--- config.mk ---
export PLATFORM = sky130hd
export DESIGN_NAME = fifo_push_arbiter
export DESIGN_NICKNAME = d
export VERILOG_FILES = /design/src/rtl/fifo_arb_pkg.sv /design/src/rtl/rr_picker.sv /design/src/rtl/fifo_push_arbiter.sv
export SDC_FILE = /design/constraint.sdc
export NUM_CORES = 1
export LEC_CHECK = 0
export BUFFER_PORTS_ARGS = -buffer_cell sky130_fd_sc_hd__buf_2
export CAP_MARGIN = 20
export CELL_PAD_IN_SITES_DETAIL_PLACEMENT = 0
export CELL_PAD_IN_SITES_GLOBAL_PLACEMENT = 1
export CORE_MARGIN = 10
export CORE_UTILIZATION = 24
export CTS_CLUSTER_SIZE = 25
export DETAILED_ROUTE_END_ITERATION = 12
export PLACE_DENSITY_LB_ADDON = 0.08
export SLEW_MARGIN = 5
export SYNTH_ARGS = -nofsm -noshare
export SYNTH_HDL_FRONTEND = slang
export SYNTH_SLANG_ARGS = --single-unit
export TNS_END_PERCENT = 1
--- constraint.sdc ---
create_clock -name clk -period 2.6 [get_ports clk]
set_input_delay 0.13 -clock clk [delete_from_list [all_inputs] [get_ports clk]]
set_output_delay 0.13 -clock clk [all_outputs]
set_load 0.005 [all_outputs]
--- src/rtl/fifo_arb_pkg.sv ---
// Shared types and helpers for the FIFO push arbiter: FSM state encoding,
// beat-counter sizing and the wrap-around first-set-bit search.
package fifo_arb_pkg;

  typedef enum logic [1:0] {
    IDLE,
    GRANT,
    DRAIN
  } arb_state_e;

  localparam int unsigned MAX_REQ   = 16;
  localparam int unsigned MAX_PTR_W = 4;

  function automatic int unsigned beat_cnt_w(input int unsigned maxBurst);
    return $clog2(maxBurst + 1);
  endfunction

  // One-hot of the first set bit of req at or after ptr, wrapping within n bits.
  function automatic logic [MAX_REQ-1:0] first_set_from(
    input logic [MAX_REQ-1:0]   req,
    input logic [MAX_PTR_W-1:0] ptr,
    input int unsigned          n
  );
    logic [MAX_REQ-1:0] pick;
    logic               found;
    int unsigned        idx;
    pick  = '0;
    found = 1'b0;
    for (int unsigned i = 0; i < MAX_REQ; i++) begin
      idx = i + 32'(ptr);
      if (idx >= n) idx = idx - n;
      if (i < n && !found && req[idx[MAX_PTR_W-1:0]]) begin
        pick[idx[MAX_PTR_W-1:0]] = 1'b1;
        found = 1'b1;
      end
    end
    return pick;
  endfunction

endpackage

--- src/rtl/rr_picker.sv ---
// Combinational one-hot pick of the first pending request at or after a pointer.
module rr_picker
  import fifo_arb_pkg::*;
#(
  parameter  int NUM_REQ = 4,
  localparam int PTR_W   = $clog2(NUM_REQ)
) (
  input  logic [NUM_REQ-1:0] req_i,
  input  logic [PTR_W-1:0]   ptr_i,
  output logic [NUM_REQ-1:0] pick_o
);

  assign pick_o = NUM_REQ'(first_set_from(MAX_REQ'(req_i), MAX_PTR_W'(ptr_i), NUM_REQ));

endmodule

--- src/rtl/fifo_push_arbiter.sv ---
// Shares one FIFO push port among NUM_REQ push masters; grants are held per transfer or burst.
// Define FIFO_ARB_FIXED_PRIO_EN for fixed lowest-index-wins priority instead of round-robin.
module fifo_push_arbiter
  import fifo_arb_pkg::*;
#(
  parameter int NUM_REQ   = 4,
  parameter int DATA_W    = 64,
  parameter int MAX_BURST = 8
) (
  input  logic                      clk,
  input  logic                      rstn,
  input  logic                      stream_mode,
  input  logic [NUM_REQ-1:0]        req_i,
  input  logic [NUM_REQ*DATA_W-1:0] data_i,
  output logic [NUM_REQ-1:0]        ack_o,
  output logic [NUM_REQ-1:0]        ack_pulse_o,
  output logic [NUM_REQ-1:0]        full_o,
  output logic                      fifo_req_o,
  output logic [DATA_W-1:0]         fifo_data_o,
  input  logic                      fifo_ack_i,
  input  logic                      fifo_ack_pulse_i,
  input  logic                      fifo_full_i,
  output logic [NUM_REQ-1:0]        grant_o
);

  localparam int PTR_W  = $clog2(NUM_REQ);
  localparam int BEAT_W = int'(beat_cnt_w(MAX_BURST));
  localparam logic [BEAT_W-1:0] BURST_CAP = BEAT_W'(MAX_BURST);
  localparam logic [BEAT_W-1:0] BEAT_ONE  = BEAT_W'(1);

  arb_state_e          state_q;
  logic [NUM_REQ-1:0]  grant_q;
  logic [PTR_W-1:0]    grantIdx_q;
  logic [BEAT_W-1:0]   beat_q, beat_d;
  logic                mode_q;

  logic [NUM_REQ-1:0]  pick;
  logic [PTR_W-1:0]    pickIdx;
  logic [PTR_W-1:0]    pickPtr;
  logic                reqG, capHit, fifoReq, xfer;
  logic                relAdv, relHold;
  logic [DATA_W-1:0]   dataArr [NUM_REQ];

  for (genvar k = 0; k < NUM_REQ; k++) begin : g_split
    assign dataArr[k] = data_i[k*DATA_W +: DATA_W];
  end

  rr_picker #(.NUM_REQ(NUM_REQ)) u_picker (
    .req_i  (req_i),
    .ptr_i  (pickPtr),
    .pick_o (pick)
  );

  always_comb begin
    pickIdx = '0;
    for (int k = 0; k < NUM_REQ; k++) begin
      if (pick[k]) pickIdx = PTR_W'(k);
    end
  end

  assign reqG        = req_i[grantIdx_q];
  assign capHit      = mode_q && (beat_q >= BURST_CAP);
  assign fifoReq     = (state_q == GRANT) && reqG && !capHit;
  assign xfer        = fifoReq && fifo_ack_i;
  assign fifo_req_o  = fifoReq;
  assign ack_o       = xfer ? grant_q : '0;
  assign ack_pulse_o = (fifoReq && fifo_ack_pulse_i) ? grant_q : '0;
  assign fifo_data_o = (|grant_q) ? dataArr[grantIdx_q] : '0;
  assign full_o      = {NUM_REQ{fifo_full_i}};
  assign grant_o     = grant_q;

  // relAdv releases the grant and moves priority past g; relHold is the handshake abort.
  always_comb begin
    relAdv  = 1'b0;
    relHold = 1'b0;
    beat_d  = beat_q;
    case (state_q)
      GRANT: begin
        if (mode_q) begin
          if (xfer) beat_d = beat_q + BEAT_ONE;
          if (!reqG || capHit || (xfer && beat_d == BURST_CAP)) relAdv = 1'b1;
        end else if (!xfer && !reqG) begin
          relHold = 1'b1;
        end
      end
      DRAIN:   if (!reqG) relAdv = 1'b1;
      default: ;
    endcase
  end

  always_ff @(posedge clk or negedge rstn) begin
    if (!rstn) begin
      state_q    <= IDLE;
      grant_q    <= '0;
      grantIdx_q <= '0;
      beat_q     <= '0;
      mode_q     <= 1'b0;
    end else begin
      case (state_q)
        IDLE: begin
          if (|req_i) begin
            grant_q    <= pick;
            grantIdx_q <= pickIdx;
            mode_q     <= stream_mode;
            beat_q     <= '0;
            state_q    <= GRANT;
          end
        end
        GRANT: begin
          beat_q <= beat_d;
          if (relAdv || relHold) begin
            grant_q <= '0;
            state_q <= IDLE;
          end else if (!mode_q && xfer) begin
            state_q <= DRAIN;
          end
        end
        DRAIN: begin
          if (relAdv) begin
            grant_q <= '0;
            state_q <= IDLE;
          end
        end
        default: state_q <= IDLE;
      endcase
    end
  end

`ifdef FIFO_ARB_FIXED_PRIO_EN
  assign pickPtr = '0;
`else
  localparam logic [PTR_W-1:0] LAST_IDX = PTR_W'(NUM_REQ - 1);
  localparam logic [PTR_W-1:0] IDX_ONE  = PTR_W'(1);

  logic [PTR_W-1:0] ptr_q, ptr_d;

  assign ptr_d   = (grantIdx_q == LAST_IDX) ? '0 : grantIdx_q + IDX_ONE;
  assign pickPtr = ptr_q;

  always_ff @(posedge clk or negedge rstn) begin
    if (!rstn) ptr_q <= '0;
    else if (relAdv) ptr_q <= ptr_d;
  end
`endif

endmodule

==> run metrics <==
status finished, final reports clean; Cells after Synth 298; CP Launch Type register; non-filler cells, final 806; Worst VDD drop 0.6530 mV; placer congestion estimate 0.9801; final setup fails 0; ys async rst share 100.0%; IO Count 347; number of synthesized flops with an enable pin 0; Final Max Tran Viols 0; Final Hold Fails 0; endpoint type of the worst setup path register; ys flop type dfrtp_1; GR Overflow Total 0; Clock Pin Slew Worst Setup and Hold Paths 0.05 ns; Fill cells about 1,400; postcts setup bufs 0; final instance area 5274 µm²; Initial Util 24.63%; I/O Buffers between 300 and 400; Synth warnings 0; Slew @ Worst Pin 0.9360 ns; flops & latches, synth 15; Area growth syn-to-layout 60.45%; via count 3,988; CTS HTree Levels 1; leakage 0.002628 µW; Cell variety after synth 42; clock latency on the worst-skew pair between 0.2 and 0.3 ns; DIE AREA 18,780 µm²; Tmin final 2.368 ns; wire length per cell 24.78 µm; P_int 2768 µW; Post-Route WL 19,970 µm; hpwl dp between 15,000 and 20,000 µm; Avg Cell Area, Syn 11.03 µm²; switching share of power 45.55%; clock buffer depth 2; Worst slew margin between 30% and 40%; post-route ant nets 0; final setup TNS 0 ns; post-synthesis sequential area ratio around 11%; pwr dens 964.1 nW/µm²; root buf cell clkbuf_16; Row Count 42; Sw Pwr about 2300 µW; syn_nets 578; cts bufs inserted 3; pin count of the biggest net entering global routing 68; vias in the first global route between 3,000 and 4,000; Reg power frac under 10%; Worst Hold Class input pin to register; dpl cells about 790; post-synthesis cell area 3287 µm²; CTS tree yes; DR iter-0 viols 239; combinational share of power 85.9%; proportion of layout cells with a drive suffix above 1 69.40%; critical path class register to register; CTS-repair resized insts 0; CTS Sinks 15; RSZ-0062 raised after global routing false; # DRC 0; Tot GR Track Use around 19%; final critical-path share of the clock period 91.07%; Core Box Area 13,350 µm²; fmax 422.3 MHz; Clock power frac 6.1%; Clock Skews around 0.0011 ns; Die H 137.0 µm; Worst Path Max Fanout 10; Worst EP arrival 2.52 ns; global-route wire length before repair 27,580 µm; nets 902; placed instance area 5162 µm²; critical path required time 2.75 ns; Max-Cap Viols 0; Die X-Extent 137.0 µm; drt first pass iters 4; vias per inst 4.948; initial antenna violation count 9
## synthesized netlist by cell type (2+ instances only)
master | instances | area, µm²
a221oi_1 | 3 | 26.28
buf_1 | 4 | 15.01
nand2_1 | 11 | 41.29
o31ai_1 | 3 | 22.52
nand4_1 | 2 | 12.51
nor2b_1 | 67 | 419.2
nor3_1 | 3 | 15.01
buf_4 | 4 | 30.03
mux2i_1 | 2 | 20.02
dfrtp_1 | 15 | 375.4
inv_1 | 10 | 37.54
nor2_1 | 15 | 56.30
clkbuf_1 | 14 | 52.55
buf_2 | 6 | 30.03
a21oi_1 | 2 | 10.01
mux2_2 | 5 | 56.30
nor4_1 | 2 | 12.51
nand2b_1 | 2 | 12.51
and2_1 | 3 | 18.77
ha_1 | 14 | 175.2
mux4_2 | 67 | 1509
o21ai_0 | 7 | 35.03
and3_1 | 11 | 68.82
or4b_2 | 2 | 20.02
a31oi_1 | 5 | 31.28
nor4b_1 | 3 | 26.28
## cell type report
cell class              instances  area [µm²]  area share, %
flip-flops and latches         15       380.4          7.212
multi-input cells             244        2748          52.10
inverters                      10       37.54         0.7117
diodes                          9       22.52         0.4270
clock buffers                   4       78.83          1.495
repair buffers                348        1787          33.88
well taps                     176       220.2          4.176
## logic make-up (layout without fill, tap and decap cells)
group	count (synthesis)	in the layout	share of synthesized area, %
AOI/OAI and AO/OA	31	31	7.347
buffers and inverters	39	362	5.177
muxes	75	75	48.57
and+or+nand+nor	124	124	22.15
adders and majority gates	14	14	5.329
DFF	15	15	11.42
other	0	9	0
## state kept, by name, summed over array words and instances, names as in the netlist
signal	count
state_q	2
pickPtr	2
grant_o	4
mode_q	1
grantIdx_q	2
beat_q	4
## cell usage in the layout, fill, tap and decap left out, types with 3 or more instances in the layout
master and instances:
buf_2 341, mux4_2 67, nor2b_1 67, nor2_1 15, ha_1 14, dfrtp_1 13, nand2_1 11, and3_1 11
inv_1 10, diode_2 9, o21ai_0 7, mux2_2 5, a31oi_1 5, buf_4 4, nor3_1 3, and2_1 3
nor4b_1 3, a221oi_1 3, o31ai_1 3, clkbuf_16 3
## per-stage QoR
stage	power, µW	hold WS, ns	util, %	setup slack [ns]
floorplan	3306	-0.1656	-	0.2433
global placement	4846	0.05578	38.68	0.3495
detailed placement	4840	0.06026	38.68	0.2894
CTS	5171	0.1154	39.34	0.2747
global route	5506	0.1322	39.45	0.08363
finish	5084	0.1164	39.51	0.2321
## timing repair
item	CTS	global route
hold endpoints to repair	15	0
setup endpoints to repair	0	0
hold buffers	1	0
## metal layers
layer | GRT usage (%) | vias to the layer above | share of wire (%)
li1 | - | 1828 | -
met1 | 21.82 | 1978 | 36
met2 | 35.40 | 163 | 54
met3 | 5.535 | 15 | 9.0
met4 | 2.986 | 4 | 0.77
met5 | 0 | - | 0.16
## critical path: stages (launching register included)
cell and delay [ns]:
dfrtp_1 0.36, buf_4 0.20, mux2_2 0.34, a22oi_1 0.26
and3_1 0.25, nor4b_1 0.40, a221oi_1 0.22, o31ai_1 0.24
## power groups by stage
stage	registers (µW)	clock network [µW]	logic, µW
2_1_floorplan	391	0	2910
3_3_place_gp	416	0	4430
3_5_place_dp	414	0	4430
4_1_cts	411	312	4450
5_1_grt	427	326	4750
6_report	411	308	4370
## path summary, 6_finish.rpt
| kind | startpoint | endpoint | slack (ns) | cells after the start |
|---|---|---|---|---|
| worst max-delay path | pickPtr[0] | grant_o[3] | 0.23 | 7 |
| worst min-delay path | stream_mode | mode_q | 0.12 | 2 |
| worst max register to register | pickPtr[0] | grant_o[3] | 0.23 | 7 |
| worst min register to register | beat_q[2] | beat_q[2] | 0.54 | 1 |
| max in group asynchronous | rstn | grantIdx_q[0] | 1.98 | 2 |
| min in group asynchronous | rstn | beat_q[2] | 0.33 | 2 |
No activity file was read; power rests on OpenSTA's default activity.
